### src/rtl/iommu_ddr_win_ctrl.sv
// DDR window offset controller: APB-programmed pending offset, applied to the remap
// bridge only after the AR/AW channels are quiesced and all outstanding bursts drain.
module iommu_ddr_win_ctrl #(
   parameter int unsigned OST_W      = 7,
   parameter logic [31:0] RST_OFFSET = 32'h0000_0000
) (
   input  logic        clk,
   input  logic        rst,
   input  logic        psel,
   input  logic        penable,
   input  logic        pwrite,
   input  logic [11:0] paddr,
   input  logic [31:0] pwdata,
   output logic [31:0] prdata,
   output logic        pready,
   output logic        pslverr,
   input  logic        awvalid,
   input  logic        awready,
   input  logic        arvalid,
   input  logic        arready,
   input  logic        bvalid,
   input  logic        bready,
   input  logic        rvalid,
   input  logic        rready,
   input  logic        rlast,
   output logic        aw_block,
   output logic        ar_block,
   output logic [31:0] offset
);
   // state  | meaning
   // IDLE   | offset stable, APB may update pending offset and request APPLY
   // DRAIN  | closing AR/AW at handshake boundaries, waiting for counters to reach 0
   // COMMIT | pending offset copied to active, blocks released
   typedef enum logic [1:0] {IDLE, DRAIN, COMMIT} state_t;

   localparam logic [OST_W-1:0] CNT_MAX = '1;

   state_t           state_q, state_d;
   logic [31:0]      offset_q, offset_d, pend_q, pend_d;
   logic [OST_W-1:0] wr_cnt_q, wr_cnt_d, rd_cnt_q, rd_cnt_d;
   logic             aw_block_q, aw_block_d, ar_block_q, ar_block_d;
   logic             wr_ovf_q, wr_ovf_d, rd_ovf_q, rd_ovf_d;

   logic [9:0]       word;
   logic             busy, apb_acc, apb_err, wr_ok, clr_sel;
   logic             wr_evt_ovf, rd_evt_ovf;
   logic [31:0]      status;
   logic             unused_addr_lsb;

   // Returns {ovf, next}; simultaneous inc/dec cancel, overflow/underflow hold the value.
   function automatic logic [OST_W:0] cnt_next(input logic [OST_W-1:0] cnt,
                                               input logic inc, input logic dec);
      logic [OST_W-1:0] n;
      logic             ovf;
      n   = cnt;
      ovf = 1'b0;
      if (inc && !dec) begin
         if (cnt == CNT_MAX) ovf = 1'b1;
         else                n   = cnt + 1'b1;
      end else if (dec && !inc) begin
         if (cnt == '0) ovf = 1'b1;
         else           n   = cnt - 1'b1;
      end
      return {ovf, n};
   endfunction

   assign unused_addr_lsb = ^paddr[1:0];

   always_comb begin
      word    = paddr[11:2];
      busy    = (state_q != IDLE);
      apb_acc = psel & penable;
      apb_err = (word > 10'd4)
              | (pwrite & ((word == 10'd2) | (word == 10'd3)))
              | (pwrite & busy & ((word == 10'd0) | (word == 10'd1)));
      wr_ok   = apb_acc & pwrite & ~apb_err;
      clr_sel = wr_ok & (word == 10'd4);
   end

   always_comb begin
      status                = '0;
      status[0]             = busy;
      status[1]             = wr_ovf_q;
      status[2]             = rd_ovf_q;
      status[8 +: OST_W]    = rd_cnt_q;
      status[16 +: OST_W]   = wr_cnt_q;
      prdata = '0;
      if (psel && !pwrite) begin
         case (word)
            10'd0:   prdata = pend_q;
            10'd2:   prdata = status;
            10'd3:   prdata = offset_q;
            default: prdata = '0;
         endcase
      end
   end

   assign pready   = 1'b1;
   assign pslverr  = apb_acc & apb_err;
   assign aw_block = aw_block_q;
   assign ar_block = ar_block_q;
   assign offset   = offset_q;

   // Counters only see handshakes the bridge actually lets through.
   always_comb begin
      {wr_evt_ovf, wr_cnt_d} = cnt_next(wr_cnt_q, awvalid & awready & ~aw_block_q, bvalid & bready);
      {rd_evt_ovf, rd_cnt_d} = cnt_next(rd_cnt_q, arvalid & arready & ~ar_block_q,
                                        rvalid & rready & rlast);
      wr_ovf_d = (wr_ovf_q & ~(clr_sel & pwdata[1])) | wr_evt_ovf;
      rd_ovf_d = (rd_ovf_q & ~(clr_sel & pwdata[2])) | rd_evt_ovf;
   end

   always_comb begin
      state_d    = state_q;
      offset_d   = offset_q;
      pend_d     = pend_q;
      aw_block_d = aw_block_q;
      ar_block_d = ar_block_q;
      if (wr_ok && word == 10'd0) pend_d = pwdata;
      case (state_q)
         IDLE: begin
            if (wr_ok && word == 10'd1 && pwdata[0]) state_d = DRAIN;
         end
         DRAIN: begin
            // Block only when no valid is pending, so an asserted valid is never withdrawn.
            if (!awvalid || awready) aw_block_d = 1'b1;
            if (!arvalid || arready) ar_block_d = 1'b1;
            if (aw_block_q && ar_block_q && wr_cnt_q == '0 && rd_cnt_q == '0) state_d = COMMIT;
         end
         COMMIT: begin
            offset_d   = pend_q;
            aw_block_d = 1'b0;
            ar_block_d = 1'b0;
            state_d    = IDLE;
         end
         default: state_d = IDLE;
      endcase
   end

   always_ff @(posedge clk) begin
      if (rst) begin
         state_q    <= IDLE;
         offset_q   <= RST_OFFSET;
         pend_q     <= RST_OFFSET;
         wr_cnt_q   <= '0;
         rd_cnt_q   <= '0;
         aw_block_q <= 1'b0;
         ar_block_q <= 1'b0;
         wr_ovf_q   <= 1'b0;
         rd_ovf_q   <= 1'b0;
      end else begin
         state_q    <= state_d;
         offset_q   <= offset_d;
         pend_q     <= pend_d;
         wr_cnt_q   <= wr_cnt_d;
         rd_cnt_q   <= rd_cnt_d;
         aw_block_q <= aw_block_d;
         ar_block_q <= ar_block_d;
         wr_ovf_q   <= wr_ovf_d;
         rd_ovf_q   <= rd_ovf_d;
      end
   end
endmodule

### config.mk
export PLATFORM = sky130hd
export DESIGN_NAME = iommu_ddr_win_ctrl
export DESIGN_NICKNAME = d
export VERILOG_FILES = /design/src/rtl/iommu_ddr_win_ctrl.sv
export SDC_FILE = /design/constraint.sdc
export NUM_CORES = 1
export LEC_CHECK = 0
export CORE_AREA = 2 2 110 86
export CTS_CLUSTER_SIZE = 20
export DETAILED_ROUTE_END_ITERATION = 7
export DIE_AREA = 0 0 112 88
export DONT_BUFFER_PORTS = 1
export GPL_TIMING_DRIVEN = 1
export SLEW_MARGIN = 20
export SYNTH_ARGS = -nofsm -noshare
export SYNTH_HDL_FRONTEND = slang
export SYNTH_SLANG_ARGS = --single-unit
### constraint.sdc
create_clock -name clk -period 2.8 [get_ports clk]
set_input_delay 0.42 -clock clk [delete_from_list [all_inputs] [get_ports clk]]
set_output_delay 0.42 -clock clk [all_outputs]
set_load 0.005 [all_outputs]
==> run summary, run 1 <==
Cells after Synth -> 519
DRC Markers -> 0
Max-slew violations -> 0
WP data required -> 3.02 ns
Row cnt -> 30
CTS tree -> done
CP Max Fanout -> 4
Starting density of the core -> 48.6%
Global-route wire length before repair -> 17,800 um
Area delta synth->final -> 10.3%
Setup violations, final -> 0
Routed wire length -> 11,300 um
Clk buf depth -> 2
Least-Margin Pin Slew -> 0.499 ns
Worst r2r path cells -> 9
Leak Pwr -> 1.54 nW
Diodes inserted -> 0
CTS clk-pin slew, worst paths -> 0.06 ns
Post-layout utilization of the core -> 53.6%
Highest clock rate -> 386 MHz
Area contributors post-synth -> dfxtp_1 39%, mux2i_1 8.2%, nand2_1 7.5%
Clock Latency Late Sink -> 0.34 ns
Final nets -> 582
CTS Hold Bufs -> 0
CP arrival -> 2.81 ns
Layout Skew -> 0.00436 ns
Setup_tns -> 0 ns
Core area -> 8780 um2
Vias in the first global route -> 3,438
Post-synthesis sequential area ratio -> 39.4%
Die Area -> 9860 um2
Max cap viols -> 0
Root buf cell -> clkbuf_16
Final std cells w/o fill -> 625
Peak supply drop -> 0.428 mV
First-pass DRT Iterations -> 6
Port bufs -> 0
Worst Setup EP -> rd_cnt_q[6]$_SDFFE_PP0P_
Final setup margin -> 0.207 ns
Total global routing overflow -> 0
Final GP Congestion -> 0.920
Vias/cell -> 5.97
Status -> completed
Worst min path class -> in -> reg
R2R Path End -> rd_cnt_q[6]$_SDFFE_PP0P_
Post-DP HPWL -> 7520 um
Total power -> 3.35 mW
Period utilization -> 92.6%
DIE WIDTH -> 112 um
Setup Crit Path Kind -> reg -> reg
Startpoint Class -> flop
Post-CTS Setup Bufs -> 0
Resized Gates After CTS -> 0
H-tree Lvls -> 3
Max transition margin -> 66.3%
Final antenna-violating net count -> 0
R2R Setup Slk -> 0.21 ns
Die Y -> 88 um
RR Startpoint -> ar_block$_SDFFE_PP0P_
Layout cells sized above 1 -> 7.21%
Synth Register Bits -> 84
Post-layout min period -> 2.59 ns
Drt wl/cell -> 18.0 um
Post-Place Cells -> 609
Yosys top cell area share -> 39.4%
Mapped cell area -> 4270 um2
Routed via count -> 3,733
Final Hold Fails -> 0
Synth warn -> 0
Initial antenna violation count -> 0
Largest net degree at the start of global routing -> 91
Synth Area per Inst -> 8.23 um2
Total global routing track utilization -> 22.5%
Clock sink count -> 84
PD cells -> 711 nW/um2
Pre-CTS WS -> 0.130 ns
Worst Setup End Kind -> flop
Top cell type by total area after synthesis -> dfxtp_1
CTS buffer count -> 9
Unique masters post-synth -> 49
RSZ-0062 raised after global routing -> no
Initial DRC Count -> 229
Net count after synthesis -> 593
Worst Setup SP -> ar_block$_SDFFE_PP0P_
I/O pin count -> 126
## worst min-delay path by stage
| stage | startpoint | endpoint | slack, ns | cells past startpoint |
|---|---|---|---|---|
| final | rst | wr_cnt_q[1]$_SDFFE_PP0P_ | 0.15 | 1 |
| after global routing | rst | wr_cnt_q[1]$_SDFFE_PP0P_ | 0.14 | 1 |
| after CTS | rst | aw_block$_SDFFE_PP0P_ | 0.14 | 1 |
| after detailed placement | wr_ovf_q$_SDFF_PP0_ | wr_ovf_q$_SDFF_PP0_ | 0.45 | 2 |
| after global placement | wr_ovf_q$_SDFF_PP0_ | wr_ovf_q$_SDFF_PP0_ | 0.44 | 2 |
| after floorplan | wr_ovf_q$_SDFF_PP0_ | wr_ovf_q$_SDFF_PP0_ | 0.43 | 2 |
## synth_stat cells, drive strengths merged
cell	count
o21ai	11
nor4b	5
o311ai	1
nor4bb	1
clkbuf	24
a31oi	1
a21o	5
a21oi	56
a22oi	24
a211oi	7
buf	11
a222oi	8
nor2	74
inv	11
o21bai	5
or4b	1
fa	2
conb	1
nand4b	3
a211o	2
nand2b	3
nand2	85
mux2	2
nand3	3
nor3	3
or3	2
ha	14
xnor2	4
a311oi	1
nor3b	1
dfxtp	84
mux2i	35
a311o	1
nand4	5
or2	4
o211ai	2
nor4	5
nand3b	1
and3	1
or4	4
nor2b	5
a221oi	1
## power breakdown
group          leakage (nW)  total (mW)  switching, mW  internal (mW)
Clock                 0.150        1.26          0.474          0.786
Sequential            0.679        1.40          0.127           1.27
Combinational         0.706       0.691          0.348          0.343
## critical path, cell delays in order (launching register included)
cell	delay, ns
dfxtp_1	0.35
nor2_1	0.19
ha_1	0.24
inv_1	0.12
fa_1	0.43
a211oi_1	0.30
o21bai_1	0.12
a21oi_1	0.19
mux2i_1	0.21
mux2_1	0.32
## per-layer routing
metal  up-vias  part of all wire (%)  global-route usage [%]
li1       1809                     -                       -
met1      1762                    45                    30.0
met2       147                    46                    35.8
met3        15                   8.2                    6.57
met4         0                   1.2                    7.10
met5         -                     0                       0
## area by class of cell
class / count / area (um2)
multi-input combinational: 389 / 2390
clock buffer: 11 / 233
fill: 846 / 4080
sequential: 84 / 1680
timing repair buffer: 13 / 135
clock inverter: 5 / 85.1
tap: 112 / 140
inverter: 11 / 41.3
## placed cells by master, fill, tap and decap left out, drive strengths merged, types with 7 or more instances in the layout
cell and count:
nand2 85, dfxtp 84, nor2 74, a21oi 56
mux2i 35, a22oi 24, ha 14, buf 13
inv 12, o21ai 11, clkbuf 11, a222oi 8
a211oi 7
## through the flow
step	hold WS [ns]	instance area (um2)
2_1_floorplan	0.431	4270
3_3_place_gp	0.440	4390
3_5_place_dp	0.446	4390
4_1_cts	0.140	4710
5_1_grt	0.141	4710
6_report	0.148	4710
## cell families after synthesis
family	count (synthesis)	share of synthesized area (%)
other	1	0.0878
flip-flops	84	39.4
adder cells (fa/ha/maj)	16	5.04
XOR/XNOR	4	0.821
multiplexers	37	8.73
AND/OR/NAND/NOR	206	22.5
buffers and inverters	46	4.78
AO/OA/AOI/OAI	125	18.7
## registers in the layout (all words and copies together) (netlist names)
| name | count |
|---|---|
| ar_block | 1 |
| wr_ovf_q | 1 |
| aw_block | 1 |
| pend_q | 32 |
| rd_ovf_q | 1 |
| rd_cnt_q | 7 |
| wr_cnt_q | 7 |
| state_q | 2 |
| offset | 32 |
Power figures use the tool's default switching activity.
==> run 2: changes to the inputs <==
--- a/config.mk
+++ b/config.mk
@@ -5,12 +5,12 @@
 export SDC_FILE = /design/constraint.sdc
 export NUM_CORES = 1
 export LEC_CHECK = 0
-export CORE_AREA = 2 2 110 86
+export CORE_AREA = 2 2 96 98
 export CTS_CLUSTER_SIZE = 20
 export DETAILED_ROUTE_END_ITERATION = 7
-export DIE_AREA = 0 0 112 88
+export DIE_AREA = 0 0 98 100
 export DONT_BUFFER_PORTS = 1
-export GPL_TIMING_DRIVEN = 1
+export GPL_TIMING_DRIVEN = 0
 export SLEW_MARGIN = 20
 export SYNTH_ARGS = -nofsm -noshare
 export SYNTH_HDL_FRONTEND = slang
==> run 2 against run 1 <==
Clock power shrank 23%. Worst setup slack lost 0.065 ns. Flip-flop and latch count is the same. Global-route usage grew 2.4 points. Clock skew grew 0.0037 ns. Register-to-register slack is essentially flat. Combinational power grew 7.2%. Critical path depth shrank 2. Die area shrank 0.57%. Via count grew 4.0%. Largest cell class unchanged.
==> run summary, run 2 (synthesized netlist as in run 1, its figures left out) <==
Die Area -> 9800 um2 (was 9860 um2)
Root buf cell -> clkbuf_8 (was clkbuf_16)
Setup Crit Path Kind -> in -> out (was reg -> reg)
CTS Hold Bufs -> 0 (unchanged)
Post-layout min period -> 2.66 ns (was 2.59 ns)
Delay-heaviest family, CP -> simple AND/OR/NAND/NOR gates (was adder cells)
Routed via count -> 3,883 (was 3,733)
Clock Latency Late Sink -> 0.36 ns (was 0.34 ns)
Core area -> 8890 um2 (was 8780 um2)
Commonest non-fill, non-tap cell in the layout -> nand2_1 (unchanged)
Total global routing track utilization -> 24.9% (was 22.5%)
Status -> completed (unchanged)
Pre-CTS WS -> -0.163 ns (was 0.130 ns)
Layout Skew -> 0.00809 ns (was 0.00436 ns)
I/O pin count -> 126 (unchanged)
DRC Markers -> 0 (unchanged)
Least-Margin Pin Slew -> 0.637 ns (was 0.499 ns)
Clock sink count -> 84 (unchanged)
Busiest grt layer -> met2 (unchanged)
DIE WIDTH -> 98 um (was 112 um)
Worst Setup SP -> paddr[9] (was ar_block$_SDFFE_PP0P_)
RSZ-0062 raised after global routing -> no (unchanged)
Worst Path Buf+Inv -> 2 (was 1)
CTS tree -> done (unchanged)
Starting density of the core -> 48.0% (was 48.6%)
Placed Instance Area -> 4410 um2 (was 4390 um2)
Row cnt -> 35 (was 30)
Highest clock rate -> 376 MHz (was 386 MHz)
Vias/cell -> 5.99 (was 5.97)
Final setup margin -> 0.142 ns (was 0.207 ns)
Min-delay src -> pwdata[2] (was rst)
Final antenna-violating net count -> 0 (unchanged)
Max-slew violations -> 0 (unchanged)
Hold WS -> 0.205 ns (was 0.148 ns)
Leak Pwr -> 1.54 nW (about the same)
PD cells -> 662 nW/um2 (was 711 nW/um2)
Total global routing overflow -> 0 (unchanged)
RR Startpoint -> ar_block$_SDFFE_PP0P_ (unchanged)
Vias in the first global route -> 3,626 (was 3,438)
Clk buf depth -> 2 (unchanged)
GR Util met2 -> 41.4% (was 35.8%)
Setup violations, final -> 0 (unchanged)
Layout cells sized above 1 -> 8.01% (was 7.21%)
Die Y -> 100 um (was 88 um)
CTS clk-pin slew, worst paths -> 0.09 ns (was 0.06 ns)
Final GP Congestion -> 0.844 (was 0.920)
Initial antenna violation count -> 0 (unchanged)
Slowest stage delay, CP -> 0.54 ns (was 0.43 ns)
Hold depth -> 2 (was 1)
Crit. path cell count -> 7 (was 9)
Drt wl/cell -> 18.9 um (was 18.0 um)
Final nets -> 607 (was 582)
Met1 Use GR -> 31.9% (was 30.0%)
Global routing usage on met3 -> 7.52% (was 6.57%)
Period utilization -> 94.9% (was 92.6%)
Post-Place Cells -> 630 (was 609)
Global-route wire length before repair -> 19,400 um (was 17,800 um)
Max transition margin -> 56.9% (was 66.3%)
CP Max Fanout -> 10 (was 4)
Diodes inserted -> 0 (unchanged)
First-pass DRT Iterations -> 6 (unchanged)
CTS buffer count -> 9 (unchanged)
Worst min path class -> in -> reg (unchanged)
Cell area after layout -> 4700 um2 (was 4710 um2)
Final Hold Fails -> 0 (unchanged)
Post-DP HPWL -> 9040 um (was 7520 um)
Critical Path, Cell by Cell -> or4_4, or2_4, nor4b_4, buf_4, clkbuf_4, a222oi_1, nor2_1 (was nor2_1, ha_1, inv_1, fa_1, a211oi_1, o21bai_1, a21oi_1, mux2i_1, mux2_1)
Worst r2r path cells -> 9 (unchanged)
Initial DRC Count -> 262 (was 229)
Final std cells w/o fill -> 648 (was 625)
Commonest non-fill, non-tap cells in the layout -> 85 x nand2_1, 84 x dfxtp_1, 74 x nor2_1, 56 x a21oi_1, 35 x mux2i_1 (unchanged)
Largest net degree at the start of global routing -> 15 (was 91)
Area delta synth->final -> 10.0% (was 10.3%)
Max cap viols -> 0 (unchanged)
Routed wire length -> 12,200 um (was 11,300 um)
Startpoint Class -> primary input (was flop)
WP data required -> 2.38 ns (was 3.02 ns)
CP max stage cell -> or4_4 (was fa_1)
H-tree Lvls -> 3 (unchanged)
Worst Setup End Kind -> primary output (was flop)
CP arrival -> 2.24 ns (was 2.81 ns)
Setup_tns -> 0 ns (unchanged)
Port bufs -> 0 (unchanged)
Peak supply drop -> 0.424 mV (was 0.428 mV)
[run 2: cell types whose count changed in the layout (fill, tap and decap cells not counted), moves of 6 or more]
cell and delta:
clkbuf_8 +10, buf_4 -6, clkbuf_16 -9, clkbuf_1 +17
[run 2: report_power, final]
part,switching (mW),internal [mW]
Clock,0.448,0.527
Sequential,0.125,1.27
Combinational,0.400,0.340
Total,0.973,2.14
[run 2: layout make-up]
class,instances,area (um2)
well taps,111,139
clock inverters,5,85.1
flip-flops and latches,84,1680
fillers,876,4190
repair buffers,3,22.5
multi-input cells,389,2410
clock buffers,10,138
inverters,11,41.3
plain buffers,35,176
[run 2: timing repair]
item,4_1_cts,5_1_grt
gates resized for setup,2,19
pin swaps,0,1
setup buffers,0,3
cloned,0,0
endpoints found under the setup margin,30,32
[run 2: stage by stage]
stage,utilization [%],total power [mW]
after floorplan,-,1.97
after global placement,49.6,2.12
after detailed placement,49.6,2.14
after CTS,52.2,3.11
after global routing,52.8,3.27
final,52.8,3.11
[run 2: per-layer routing]
layer	routed length, um	up-vias
li1	-	1867
met1	5080	1851
met2	5890	147
met3	1050	18
met4	201	0
met5	0	-
[run 2: final timing paths]
path | to | slack, ns
worst max-delay path | prdata[13] | 0.14
worst min-delay path | pend_q[2]$_SDFFE_PP0P_ | 0.21
worst max register to register | rd_cnt_q[6]$_SDFFE_PP0P_ | 0.22
worst min register to register | offset[0]$_SDFFE_PP0P_ | 0.47
